### src/rtl/vga_sram_pkg.sv
// Shared constants and types for the VGA frame writer and scan-out reader.
// Holds the active-area size, the SRAM bus widths, the writer state encoding
// and the RGB565 pixel layout.
package vga_sram_pkg;

    localparam int unsigned VGA_H_ACTIVE = 640;
    localparam int unsigned VGA_V_ACTIVE = 480;
    localparam int unsigned SRAM_ADDR_W  = 20;
    localparam int unsigned SRAM_DATA_W  = 16;

    typedef enum logic [2:0] {
        S_IDLE  = 3'd0,
        S_ARM   = 3'd1,
        S_SETUP = 3'd2,
        S_WRITE = 3'd3,
        S_WAIT  = 3'd4,
        S_DONE  = 3'd5
    } writer_state_t;

    typedef struct packed {
        logic [4:0] r;
        logic [5:0] g;
        logic [4:0] b;
    } rgb565_t;

endpackage

### src/rtl/sram_frame_writer.sv
// Writes one RGB565 frame, raster order, into a 16-bit asynchronous SRAM.
// Each pixel takes a SETUP cycle (address/data settle, WE_N high) and a WRITE
// cycle (WE_N low), so the steady rate is one pixel per two clocks.
//
// Ports:
//   i_50M_clk, i_rst_n         clock, asynchronous active-low reset
//   i_start, i_abort           arm one frame capture / abandon and release bus
//   i_pix_data/valid/sof       pixel stream, sof marks pixel (0,0)
//   o_pix_ready                pixel accepted on valid && ready
//   o_SRAM_*                   SRAM address, data and active-low strobes
//   o_bus_req, o_busy          bus ownership, state != S_IDLE
//   o_resync, o_frame_done     1-cycle pulses: mid-frame SOF, frame stored
//   o_checksum                 sum of words written since the last SOF
//
// Build option: define SRAM_FRAME_WRITER_CHECKSUM_EN to build the checksum
// adder; otherwise o_checksum is tied to zero.
module sram_frame_writer
    import vga_sram_pkg::*;
#(
    parameter int unsigned       H_ACTIVE  = VGA_H_ACTIVE,
    parameter int unsigned       V_ACTIVE  = VGA_V_ACTIVE,
    parameter int unsigned       ADDR_W    = SRAM_ADDR_W,
    parameter logic [ADDR_W-1:0] BASE_ADDR = '0
) (
    input  logic                   i_50M_clk,
    input  logic                   i_rst_n,
    input  logic                   i_start,
    input  logic                   i_abort,
    input  logic [SRAM_DATA_W-1:0] i_pix_data,
    input  logic                   i_pix_valid,
    input  logic                   i_pix_sof,
    output logic                   o_pix_ready,
    output logic [ADDR_W-1:0]      o_SRAM_address,
    output logic [SRAM_DATA_W-1:0] o_SRAM_wdata,
    output logic                   o_SRAM_we_n,
    output logic                   o_SRAM_oe_n,
    output logic                   o_SRAM_ce_n,
    output logic                   o_SRAM_lb_n,
    output logic                   o_SRAM_ub_n,
    output logic                   o_bus_req,
    output logic                   o_busy,
    output logic                   o_resync,
    output logic                   o_frame_done,
    output logic [SRAM_DATA_W-1:0] o_checksum
);

    localparam int unsigned       N     = H_ACTIVE * V_ACTIVE;
    localparam int unsigned       CNT_W = (N > 1) ? $clog2(N) : 1;
    localparam logic [CNT_W-1:0]  LAST  = CNT_W'(N - 1);

    writer_state_t          state, state_n;
    logic [CNT_W-1:0]       count, count_n;
    logic [ADDR_W-1:0]      addr_n;
    logic [SRAM_DATA_W-1:0] wdata_n;
    logic                   accept;
    logic                   load;
    logic                   resync_n;
    logic                   ready_n;
    logic                   bus_n;
    logic                   we_low_n;
    logic                   done_n;

    assign accept = i_pix_valid && o_pix_ready;

    // Next state, counter, pixel latch and registered-output decode.
    always_comb begin
        state_n  = state;
        count_n  = count;
        load     = 1'b0;
        resync_n = 1'b0;

        unique case (state)
            S_IDLE: begin
                if (i_start) state_n = S_ARM;
            end
            S_ARM: begin
                // Non-SOF pixels are accepted here only to be discarded.
                if (accept && i_pix_sof) begin
                    load    = 1'b1;
                    count_n = '0;
                    state_n = S_SETUP;
                end
            end
            S_SETUP: begin
                state_n = S_WRITE;
            end
            S_WRITE, S_WAIT: begin
                if (state == S_WRITE && count == LAST) begin
                    state_n = S_DONE;
                end else if (accept) begin
                    load    = 1'b1;
                    state_n = S_SETUP;
                    if (i_pix_sof) begin
                        count_n  = '0;
                        resync_n = 1'b1;
                    end else begin
                        count_n = count + CNT_W'(1);
                    end
                end else begin
                    state_n = S_WAIT;
                end
            end
            S_DONE: begin
                count_n = '0;
                state_n = S_IDLE;
            end
            default: begin
                count_n = '0;
                state_n = S_IDLE;
            end
        endcase

        // Abort wins; address/data are left untouched so no WE_N-low edge
        // sees them move.
        if (i_abort) begin
            state_n  = S_IDLE;
            count_n  = '0;
            load     = 1'b0;
            resync_n = 1'b0;
        end

        addr_n  = load ? BASE_ADDR + ADDR_W'(count_n) : o_SRAM_address;
        wdata_n = load ? i_pix_data : o_SRAM_wdata;

        // Outputs are decoded from the next state and registered.
        ready_n  = (state_n == S_ARM) || (state_n == S_WAIT) ||
                   (state_n == S_WRITE && count_n != LAST);
        bus_n    = (state_n == S_SETUP) || (state_n == S_WRITE) || (state_n == S_WAIT);
        we_low_n = (state_n == S_WRITE);
        done_n   = (state_n == S_DONE);
    end

    // State, counter and output registers.
    always_ff @(posedge i_50M_clk or negedge i_rst_n) begin
        if (!i_rst_n) begin
            state          <= S_IDLE;
            count          <= '0;
            o_SRAM_address <= BASE_ADDR;
            o_SRAM_wdata   <= '0;
            o_SRAM_we_n    <= 1'b1;
            o_SRAM_oe_n    <= 1'b1;
            o_SRAM_ce_n    <= 1'b1;
            o_SRAM_lb_n    <= 1'b1;
            o_SRAM_ub_n    <= 1'b1;
            o_bus_req      <= 1'b0;
            o_pix_ready    <= 1'b0;
            o_busy         <= 1'b0;
            o_resync       <= 1'b0;
            o_frame_done   <= 1'b0;
        end else begin
            state          <= state_n;
            count          <= count_n;
            o_SRAM_address <= addr_n;
            o_SRAM_wdata   <= wdata_n;
            o_SRAM_we_n    <= !we_low_n;
            o_SRAM_oe_n    <= 1'b1;
            o_SRAM_ce_n    <= !bus_n;
            o_SRAM_lb_n    <= !bus_n;
            o_SRAM_ub_n    <= !bus_n;
            o_bus_req      <= bus_n;
            o_pix_ready    <= ready_n;
            o_busy         <= (state_n != S_IDLE);
            o_resync       <= resync_n;
            o_frame_done   <= done_n;
        end
    end

`ifdef SRAM_FRAME_WRITER_CHECKSUM_EN
    logic [SRAM_DATA_W-1:0] checksum;
    logic                   sof_load;

    assign sof_load = load && i_pix_sof;

    // Clear on every accepted SOF (including resync); add each word as it is
    // strobed, so the total is complete in the S_DONE cycle.
    always_ff @(posedge i_50M_clk or negedge i_rst_n) begin
        if (!i_rst_n) begin
            checksum <= '0;
        end else if (sof_load) begin
            checksum <= '0;
        end else if (state == S_WRITE) begin
            checksum <= checksum + o_SRAM_wdata;
        end
    end

    assign o_checksum = checksum;
`else
    assign o_checksum = 16'h0000;
`endif

endmodule

### config.mk
export PLATFORM = sky130hd
export DESIGN_NAME = sram_frame_writer
export DESIGN_NICKNAME = d
export VERILOG_FILES = /design/src/rtl/vga_sram_pkg.sv /design/src/rtl/sram_frame_writer.sv
export SDC_FILE = /design/constraint.sdc
export NUM_CORES = 1
export LEC_CHECK = 0
export CORE_ASPECT_RATIO = 1.75
export CORE_MARGIN = 2
export CORE_UTILIZATION = 43
export CTS_BUF_LIST = sky130_fd_sc_hd__clkbuf_2 sky130_fd_sc_hd__clkbuf_4 sky130_fd_sc_hd__clkbuf_8
export DETAILED_ROUTE_END_ITERATION = 8
export HOLD_SLACK_MARGIN = 0.1
export PLACE_DENSITY = 0.82
export SLEW_MARGIN = 0
export SYNTH_ARGS = -nofsm -noshare
export SYNTH_HDL_FRONTEND = slang
export SYNTH_SLANG_ARGS = --single-unit
### constraint.sdc
create_clock -name i_50M_clk -period 2.9 [get_ports i_50M_clk]
set_clock_uncertainty 0.1 [all_clocks]
set_input_delay 0.725 -clock i_50M_clk [delete_from_list [all_inputs] [get_ports i_50M_clk]]
set_output_delay 0.725 -clock i_50M_clk [all_outputs]
set_load 0.02 [all_outputs]
==> impl_table.tex, run 1 <==
\begin{tabular}{lr}
\hline
Metric & Value \\
\hline
\multicolumn{2}{l}{\textbf{Logic synthesis}} \\
\quad Adder-Cell Fraction of Synth Area & less than 1\% \\
\quad Cell count after synthesis & 324 \\
\quad Fraction of synthesized area in multiplexers & 10.5\% \\
\quad Average instance area after synthesis & 10.2 um\^{}2 \\
\quad Area fraction of the dominant cell type after synthesis & 46.7\% \\
\quad Share of synthesized registers carrying an async set or reset & 100\% \\
\quad Largest cells by area after synthesis & dfrtp\_1 47\%, mux2\_2 10\%, buf\_4 4.7\% \\
\quad Synth cell count leaders & 62 x dfrtp\_1, 30 x mux2\_2, 22 x nand2\_1 \\
\quad Number of unique standard cell types used by synthesis & 60 \\
\quad Post-synthesis xor/xnor area fraction & 0\% \\
\quad Most frequent cell after synthesis & dfrtp\_1 \\
\quad Synth Register Bits & 64 \\
\quad Yosys Warn Count & 0 \\
\quad Number of flops mapped to enable cells by yosys & 0 \\
\quad Register area share after synthesis & 48.3\% \\
\quad Dominant synthesized flop cell & dfrtp\_1 \\
\quad Post-Synthesis Cell Area & 3320 um\^{}2 \\
\quad Combinational family with the most area after synthesis & simple AND/OR/NAND/NOR gates \\
\quad Compound-Gate Fraction of Synth Area & approximately 13\% \\
\quad Simple-gate portion of the synthesized area & 20.0\% \\
\quad Biggest area consumer among synthesized cells & dfrtp\_1 \\
\multicolumn{2}{l}{\textbf{Drt}} \\
\quad Mean number of vias per cell & 5.61 \\
\quad First drt pass iteration count & 5 \\
\quad Detail-routed net length per standard cell & 18.7 um \\
\quad Number of nets still failing antenna checks after routing & 0 \\
\quad Via count & about 3100 \\
\quad DR DRC count & 0 \\
\quad 1st-iter DRT viols & 243 \\
\quad Drt total wl & 10300 um \\
\multicolumn{2}{l}{\textbf{Pwr}} \\
\quad P\_leak & 2.18 nW \\
\quad Cell area power density & 434 nW/um\^{}2 \\
\quad Peak supply drop & 0.000444 V \\
\multicolumn{2}{l}{\textbf{Clock tree}} \\
\quad Clock slew seen by the registers of the worst setup and hold paths & roughly 0.07 ns \\
\quad Count of H-tree levels built during CTS & 3 \\
\quad Root buf cell & clkbuf\_8 \\
\quad Longest Clk Path Bufs & 2 \\
\quad CTS tree & built \\
\quad Clock latency on the worst-skew pair & 0.36 ns \\
\quad Clock Sinks & 64 \\
\quad Number of buffers created by CTS & 9 \\
\multicolumn{2}{l}{\textbf{Cells and area}} \\
\quad Fill cell instance count of the final layout & around 640 \\
\quad Ratio of cells with drive above 1 in the final layout & a little under a third \\
\quad Diodes inserted & 0 \\
\quad Final core utilization & 63.4\% \\
\quad Area added between synthesis and finish & 43.6\% \\
\quad Nets@finish & 481 \\
\multicolumn{2}{l}{\textbf{Placed design}} \\
\quad IO buf count & 65 \\
\quad HPWL after detailed placement & 8060 um \\
\quad Post-Place Worst Slack & -0.342 ns \\
\quad RePlAce Congestion & 1.02 \\
\multicolumn{2}{l}{\textbf{Worst setup path}} \\
\quad Crit end category & register \\
\quad Cell depth of the worst flop-to-flop path & 10 \\
\quad Capture instance of the worst register-to-register path & o\_pix\_ready\$\_DFF\_PN0\_ \\
\quad Largest fanout of any net on the critical path & 3 \\
\quad Launch point of the critical path & count[0]\$\_DFF\_PN0\_ \\
\quad Required time at the worst-slack endpoint & 3.03 ns \\
\quad Critical Path Start Type & register \\
\quad Reg-to-reg critical path startpoint & count[0]\$\_DFF\_PN0\_ \\
\quad Crit path DAT & 2.96 ns \\
\quad Register-to-register path setup slack & 0.07 ns \\
\quad Termination of the worst setup path & o\_pix\_ready\$\_DFF\_PN0\_ \\
\quad Critical Setup Path Class & reg2reg \\
\multicolumn{2}{l}{\textbf{Global route}} \\
\quad GRT Residual Overflow & 0 \\
\quad Pin count of the biggest net entering global routing & 39 \\
\quad Overall global routing resource usage & 25.8\% \\
\quad Initial antenna violation count & 0 \\
\quad Vias in the first global route & 3182 \\
\quad Global-route wire length before repair & 16400 um \\
\multicolumn{2}{l}{\textbf{Die}} \\
\quad Die Wd & 70.4 um \\
\quad Number of cell rows & 42 \\
\quad Vertical die dimension & 120 um \\
\quad Die ar. & around 8500 um\^{}2 \\
\quad Core Box Area & 7510 um\^{}2 \\
\quad Count of boundary I/O pins & 84 \\
\quad Starting Density & roughly 44\% \\
\multicolumn{2}{l}{\textbf{Outcome}} \\
\quad Run status & completed \\
\multicolumn{2}{l}{\textbf{Timing}} \\
\quad Max-Slew Margin vs Limit & 54.4\% \\
\quad Post-layout min period & 2.83 ns \\
\quad Setup TNS after final layout & 0 ns \\
\quad Count of endpoints failing setup in the final report & 0 \\
\quad Ratio of final minimum period to clock period & 97.6\% \\
\quad Final hold viol count & 0 \\
\quad Transition time of the tightest slew-check pin & 0.683 ns \\
\quad Final Max Slew Viols & 0 \\
\quad Maximum clock rate & 353 MHz \\
\quad Minimum setup slack in the final design & 0.0684 ns \\
\multicolumn{2}{l}{\textbf{Min path}} \\
\quad Class of the tightest hold or removal check & in2async \\
\multicolumn{2}{l}{\textbf{Job}} \\
\quad Maximum capacitance violations & 0 \\
\hline
\end{tabular}
[final cells by class]
class / instances / area [um^2] / share of cell area, %
Inverter: 8 / 30.0 / 0.630
Clock buffer: 10 / 138 / 2.89
Timing Repair Buffer: 139 / 1240 / 26.1
Clock inverter: 4 / 22.5 / 0.472
Multi-Input combinational cell: 236 / 1620 / 33.9
Tap cell: 88 / 110 / 2.31
Sequential cell: 64 / 1600 / 33.6
[layout by cell type (no fill, tap or decap), types with 3 or more instances in the layout]
master and n:
dfrtp_1 62, buf_12 3, and3_1 6, clkdlybuf4s50_1 63, mux2_2 30, nor3b_1 4, and2_1 7, nor3_1 8
inv_1 8, o21ai_1 9, clkbuf_8 10, a31oi_1 6, nand3_1 13, o21ai_0 10, nor2_1 20, nand2_1 22
nand4_1 4, nor4_1 6, clkinv_2 3, buf_4 70, o21a_1 3, a21oi_1 11, or4_4 4, or3_1 3
conb_1 18
[metrics by stage]
| stage | hold slack, ns | area [um^2] | power (mW) | cells |
|---|---|---|---|---|
| finish | 0.303 | 4770 | 2.07 | 549 |
| global route | 0.335 | 4770 | 2.16 | 549 |
| CTS | 0.307 | 4660 | 2.09 | 545 |
| detailed placement | 0.382 | 4500 | 1.44 | 531 |
| global placement | 0.373 | 4500 | 1.42 | 531 |
| floorplan | 0.329 | 3380 | 1.22 | 340 |
[repair_timing]
item                       CTS  global route
gates resized for setup      0            18
setup endpoints to repair    0            11
hold buffers                 0             0
hold endpoints to repair     0             0
setup buffers                0             4
[state kept, by name, indices dropped and copies added (netlist names)]
register and flops:
count 19, o_SRAM_address 19, o_SRAM_wdata 16, state 3
o_SRAM_ub_n 1, o_SRAM_we_n 1, o_bus_req 1, o_busy 1
o_frame_done 1, o_pix_ready 1, o_resync 1
[metal layers]
layer	up-vias	part of all wire (%)	global-route usage [%]
met5	-	0	0
met3	33	5.9	5.92
met1	1504	35	27.6
met2	135	55	45.6
met4	0	4.6	14.9
li1	1409	-	-
[critical path, stage by stage, from the launching register on]
cell     delay [ns]
dfrtp_1        0.38
ha_2           0.19
nand3_1        0.07
or4_4          0.54
buf_4          0.16
o21ai_4        0.16
buf_4          0.15
a41oi_2        0.11
or4_4          0.58
nor4_4         0.15
a31oi_1        0.12
[how the worst min path moves through the flow]
stage	depth (start not counted)	endpoint	slack (ns)	startpoint
finish	1	o_SRAM_wdata[13]$_DFFE_PN0P_	0.30	i_rst_n
global placement	2	o_SRAM_address[9]$_DFFE_PN0P_	0.37	o_SRAM_address[9]$_DFFE_PN0P_
floorplan	0	count[0]$_DFF_PN0_	0.33	i_rst_n
global route	1	o_SRAM_wdata[13]$_DFFE_PN0P_	0.33	i_rst_n
CTS	1	o_SRAM_wdata[13]$_DFFE_PN0P_	0.31	i_rst_n
detailed placement	2	o_SRAM_address[9]$_DFFE_PN0P_	0.38	o_SRAM_address[9]$_DFFE_PN0P_
[cells by family after synthesis]
| family | Yosys count |
|---|---|
| flops | 64 |
| buf+inv | 40 |
| simple gates | 120 |
| compound gates | 66 |
| mux | 31 |
| other cells | 2 |
| fa+ha+maj | 1 |
[report_power, final]
group	total [mW]	internal, mW	switching [mW]
clock	0.647	0.318	0.329
sequential	0.998	0.958	0.0394
combinational	0.422	0.208	0.214
Power figures use the tool's default switching activity.
==> run 2, diff against run 1 <==
--- a/config.mk
+++ b/config.mk
@@ -8,7 +8,7 @@
 export CORE_ASPECT_RATIO = 1.75
 export CORE_MARGIN = 2
 export CORE_UTILIZATION = 43
-export CTS_BUF_LIST = sky130_fd_sc_hd__clkbuf_2 sky130_fd_sc_hd__clkbuf_4 sky130_fd_sc_hd__clkbuf_8
+export CTS_BUF_LIST = sky130_fd_sc_hd__clkbuf_4
 export DETAILED_ROUTE_END_ITERATION = 8
 export HOLD_SLACK_MARGIN = 0.1
 export PLACE_DENSITY = 0.82
==> run 2 against run 1 <==
- non-clock buffer count down 4
- worst setup slack better by 0.054 ns
- cell area down 2.7%
- first-iteration DRC count up 7.0%
- highest routed layer unchanged
==> impl_table.tex, run 2 (synthesized netlist as in run 1, its figures left out) <==
\begin{tabular}{lr}
\hline
Metric & Value \\
\hline
\multicolumn{2}{l}{\textbf{Outcome}} \\
\quad Run status & completed (unchanged) \\
\multicolumn{2}{l}{\textbf{Cells and area}} \\
\quad Area added between synthesis and finish & 39.8\% (was 43.6\%) \\
\quad Final core utilization & 61.8\% (was 63.4\%) \\
\quad Commonest cells after routing, fill and taps aside & 66 x buf\_4, 63 x clkdlybuf4s50\_1, 62 x dfrtp\_1 (was 70 x buf\_4, 63 x clkdlybuf4s50\_1, 62 x dfrtp\_1) \\
\quad Nets@finish & 477 (was 481) \\
\quad Registers with the most flip-flops & count (19), o\_SRAM\_address (19), o\_SRAM\_wdata (16) (unchanged) \\
\quad Ratio of cells with drive above 1 in the final layout & 29.8\% (was 31.9\%) \\
\quad Final non-filler cell area & 4640 um\^{}2 (was 4770 um\^{}2) \\
\quad Commonest non-fill, non-tap cell in the layout & buf\_4 (unchanged) \\
\multicolumn{2}{l}{\textbf{Worst setup path}} \\
\quad Logic depth of the worst setup path including buffers & 9 (was 10) \\
\quad Crit-path cells & nor4b\_1 > nand3\_1 > o21a\_2 > buf\_4 > a311o\_1 > nand3\_1 > a21bo\_2 > nor4\_4 > a31oi\_1 (was ha\_2 > nand3\_1 > or4\_4 > buf\_4 > o21ai\_4 > buf\_4 > a41oi\_2 > or4\_4 > nor4\_4 > a31oi\_1) \\
\quad Worst path max stage delay & 0.45 ns (was 0.58 ns) \\
\quad Critical Setup Path Class & reg2reg (unchanged) \\
\quad Critical Path Start Type & register (unchanged) \\
\quad Most numerous cell on the critical path & nand3\_1 \\
\quad Required time at the worst-slack endpoint & 3.10 ns (was 3.03 ns) \\
\quad Top Family by Delay on Critical Path & simple AND/OR/NAND/NOR gates (unchanged) \\
\quad Crit end category & register (unchanged) \\
\quad Critical path's slowest cell & dfrtp\_1 (was or4\_4) \\
\quad Crit path DAT & 2.98 ns (was 2.96 ns) \\
\quad Crit path buffers/inverters & 1 (was 2) \\
\quad Largest fanout of any net on the critical path & 5 (was 3) \\
\quad Cell depth of the worst flop-to-flop path & 9 (was 10) \\
\multicolumn{2}{l}{\textbf{Die}} \\
\quad Die ar. & 8470 um\^{}2 (unchanged) \\
\quad Die Wd & 70.4 um (unchanged) \\
\quad Starting Density & 44.2\% (unchanged) \\
\quad Count of boundary I/O pins & 84 (unchanged) \\
\quad Vertical die dimension & 120 um (unchanged) \\
\quad Core Box Area & 7510 um\^{}2 (unchanged) \\
\quad Number of cell rows & 42 (unchanged) \\
\multicolumn{2}{l}{\textbf{Placed design}} \\
\quad HPWL after detailed placement & 8060 um (unchanged) \\
\quad IO buf count & 65 (unchanged) \\
\quad Post-Place Cell Area & 4500 um\^{}2 (unchanged) \\
\quad RePlAce Congestion & 1.02 (unchanged) \\
\multicolumn{2}{l}{\textbf{Clock tree}} \\
\quad Longest Clk Path Bufs & 2 (unchanged) \\
\quad Number of buffers created by CTS & 9 (unchanged) \\
\quad Clock slew seen by the registers of the worst setup and hold paths & 0.11 ns (was 0.07 ns) \\
\quad Clock latency on the worst-skew pair & 0.42 ns (was 0.36 ns) \\
\quad CTS tree & built (unchanged) \\
\quad Root buf cell & clkbuf\_4 (was clkbuf\_8) \\
\quad Count of H-tree levels built during CTS & 3 (unchanged) \\
\quad Clock Sinks & 64 (unchanged) \\
\multicolumn{2}{l}{\textbf{Timing}} \\
\quad Max-Slew Margin vs Limit & 54.4\% (about the same) \\
\quad Count of endpoints failing setup in the final report & 0 (unchanged) \\
\quad Maximum clock rate & 360 MHz (was 353 MHz) \\
\quad Worst hold slack & 0.231 ns (was 0.303 ns) \\
\quad Final Max Slew Viols & 0 (unchanged) \\
\quad Transition time of the tightest slew-check pin & 0.684 ns (was 0.683 ns) \\
\quad Setup repair after global routing missed its margin & no \\
\quad Setup TNS after final layout & 0 ns (unchanged) \\
\quad Final hold viol count & 0 (unchanged) \\
\quad Post-layout min period & 2.78 ns (was 2.83 ns) \\
\quad Ratio of final minimum period to clock period & 95.8\% (was 97.6\%) \\
\multicolumn{2}{l}{\textbf{Pwr}} \\
\quad Peak supply drop & 0.000372 V (was 0.000444 V) \\
\quad Final total power & 1.88 mW (was 2.07 mW) \\
\quad P\_leak & 2.12 nW (was 2.18 nW) \\
\quad Cell area power density & 406 nW/um\^{}2 (was 434 nW/um\^{}2) \\
\multicolumn{2}{l}{\textbf{Global route}} \\
\quad Overall global routing resource usage & 25.3\% (was 25.8\%) \\
\quad Pin count of the biggest net entering global routing & 39 (unchanged) \\
\quad Vias in the first global route & 3205 (was 3182) \\
\quad Global-route wire length before repair & 16200 um (was 16400 um) \\
\quad GRT Residual Overflow & 0 (unchanged) \\
\quad Initial antenna violation count & 1 (was 0) \\
\multicolumn{2}{l}{\textbf{Drt}} \\
\quad Mean number of vias per cell & 5.61 (about the same) \\
\quad Drt total wl & 10100 um (was 10300 um) \\
\quad 1st-iter DRT viols & 260 (was 243) \\
\quad Via count & 3064 (was 3081) \\
\quad Number of nets still failing antenna checks after routing & 0 (unchanged) \\
\quad DR DRC count & 0 (unchanged) \\
\quad Detail-routed net length per standard cell & 18.4 um (was 18.7 um) \\
\quad First drt pass iteration count & 4 (was 5) \\
\multicolumn{2}{l}{\textbf{Min path}} \\
\quad Class of the tightest hold or removal check & in2async (unchanged) \\
\multicolumn{2}{l}{\textbf{Job}} \\
\quad Maximum capacitance violations & 0 (unchanged) \\
\hline
\end{tabular}
[run 2: changes by cell type in the layout (fill, tap and decap cells not counted), moves of 2 or more]
cell | before | now
clkbuf_8 | 10 | 0
clkbuf_4 | 0 | 9
buf_4 | 70 | 66
and2_4 | 2 | 0
[run 2: layer usage]
layer	track usage, %	vias up	part of all wire (%)
met5	0	-	0
met4	16.3	0	5.1
met3	5.00	37	4.9
met1	26.7	1498	35
li1	-	1400	-
met2	44.9	129	55
[run 2: worst paths after layout]
path	slack, ns	to	start
min in group i_50M_clk	0.41	o_SRAM_address[9]$_DFFE_PN0P_	o_SRAM_address[9]$_DFFE_PN0P_
max in group asynchronous	1.75	o_SRAM_ub_n$_DFF_PN1_	i_rst_n
max	0.12	o_pix_ready$_DFF_PN0_	count[14]$_DFF_PN0_
min	0.23	count[5]$_DFF_PN0_	i_rst_n
min reg2reg	0.41	o_SRAM_address[9]$_DFFE_PN0P_	o_SRAM_address[9]$_DFFE_PN0P_
max reg2reg	0.12	o_pix_ready$_DFF_PN0_	count[14]$_DFF_PN0_
[run 2: report_power, final]
group | switching (mW) | total (mW) | internal (mW)
Sequential | 0.0398 | 0.997 | 0.957
Combinational | 0.214 | 0.421 | 0.207
Clock | 0.305 | 0.464 | 0.159
[run 2: timing repair]
action | CTS | global route
hold buffers | 0 | 0
resized for setup | 0 | 10
buffers inserted | 0 | 0
setup endpoints to repair | 0 | 3
[run 2: worst reg2reg max path, stage by stage (launching register included)]
cell and delay [ns]:
dfrtp_1 0.45, nor4b_1 0.42, nand3_1 0.28, o21a_2 0.33, buf_4 0.16, a311o_1 0.26
nand3_1 0.10, a21bo_2 0.27, nor4_4 0.21, a31oi_1 0.11
[run 2: through the flow]
stage,std cells,setup WS (ns)
2_1_floorplan,340,0.179
3_3_place_gp,531,-0.329
3_5_place_dp,531,-0.342
4_1_cts,545,0.0792
5_1_grt,546,0.00378
6_report,546,0.122
[run 2: layout make-up]
| cell class | count | area, um^2 |
|---|---|---|
| antenna | 1 | 2.50 |
| clock buffer | 9 | 67.6 |
| clock inverter | 5 | 26.3 |
| fill | 651 | 2870 |
| inverter | 8 | 30.0 |
| multi-input combinational | 236 | 1590 |
| sequential | 64 | 1600 |
| tap | 88 | 110 |
| timing repair buffer | 135 | 1210 |
==> run 3, diff against run 2 <==
--- a/config.mk
+++ b/config.mk
@@ -9,10 +9,11 @@
 export CORE_MARGIN = 2
 export CORE_UTILIZATION = 43
 export CTS_BUF_LIST = sky130_fd_sc_hd__clkbuf_4
+export CTS_CLUSTER_SIZE = 14
 export DETAILED_ROUTE_END_ITERATION = 8
 export HOLD_SLACK_MARGIN = 0.1
 export PLACE_DENSITY = 0.82
-export SLEW_MARGIN = 0
+export SLEW_MARGIN = 40
 export SYNTH_ARGS = -nofsm -noshare
 export SYNTH_HDL_FRONTEND = slang
 export SYNTH_SLANG_ARGS = --single-unit
==> results of run 3 <==
No change in the layout: final DEF, timing and power equal those of run 2.
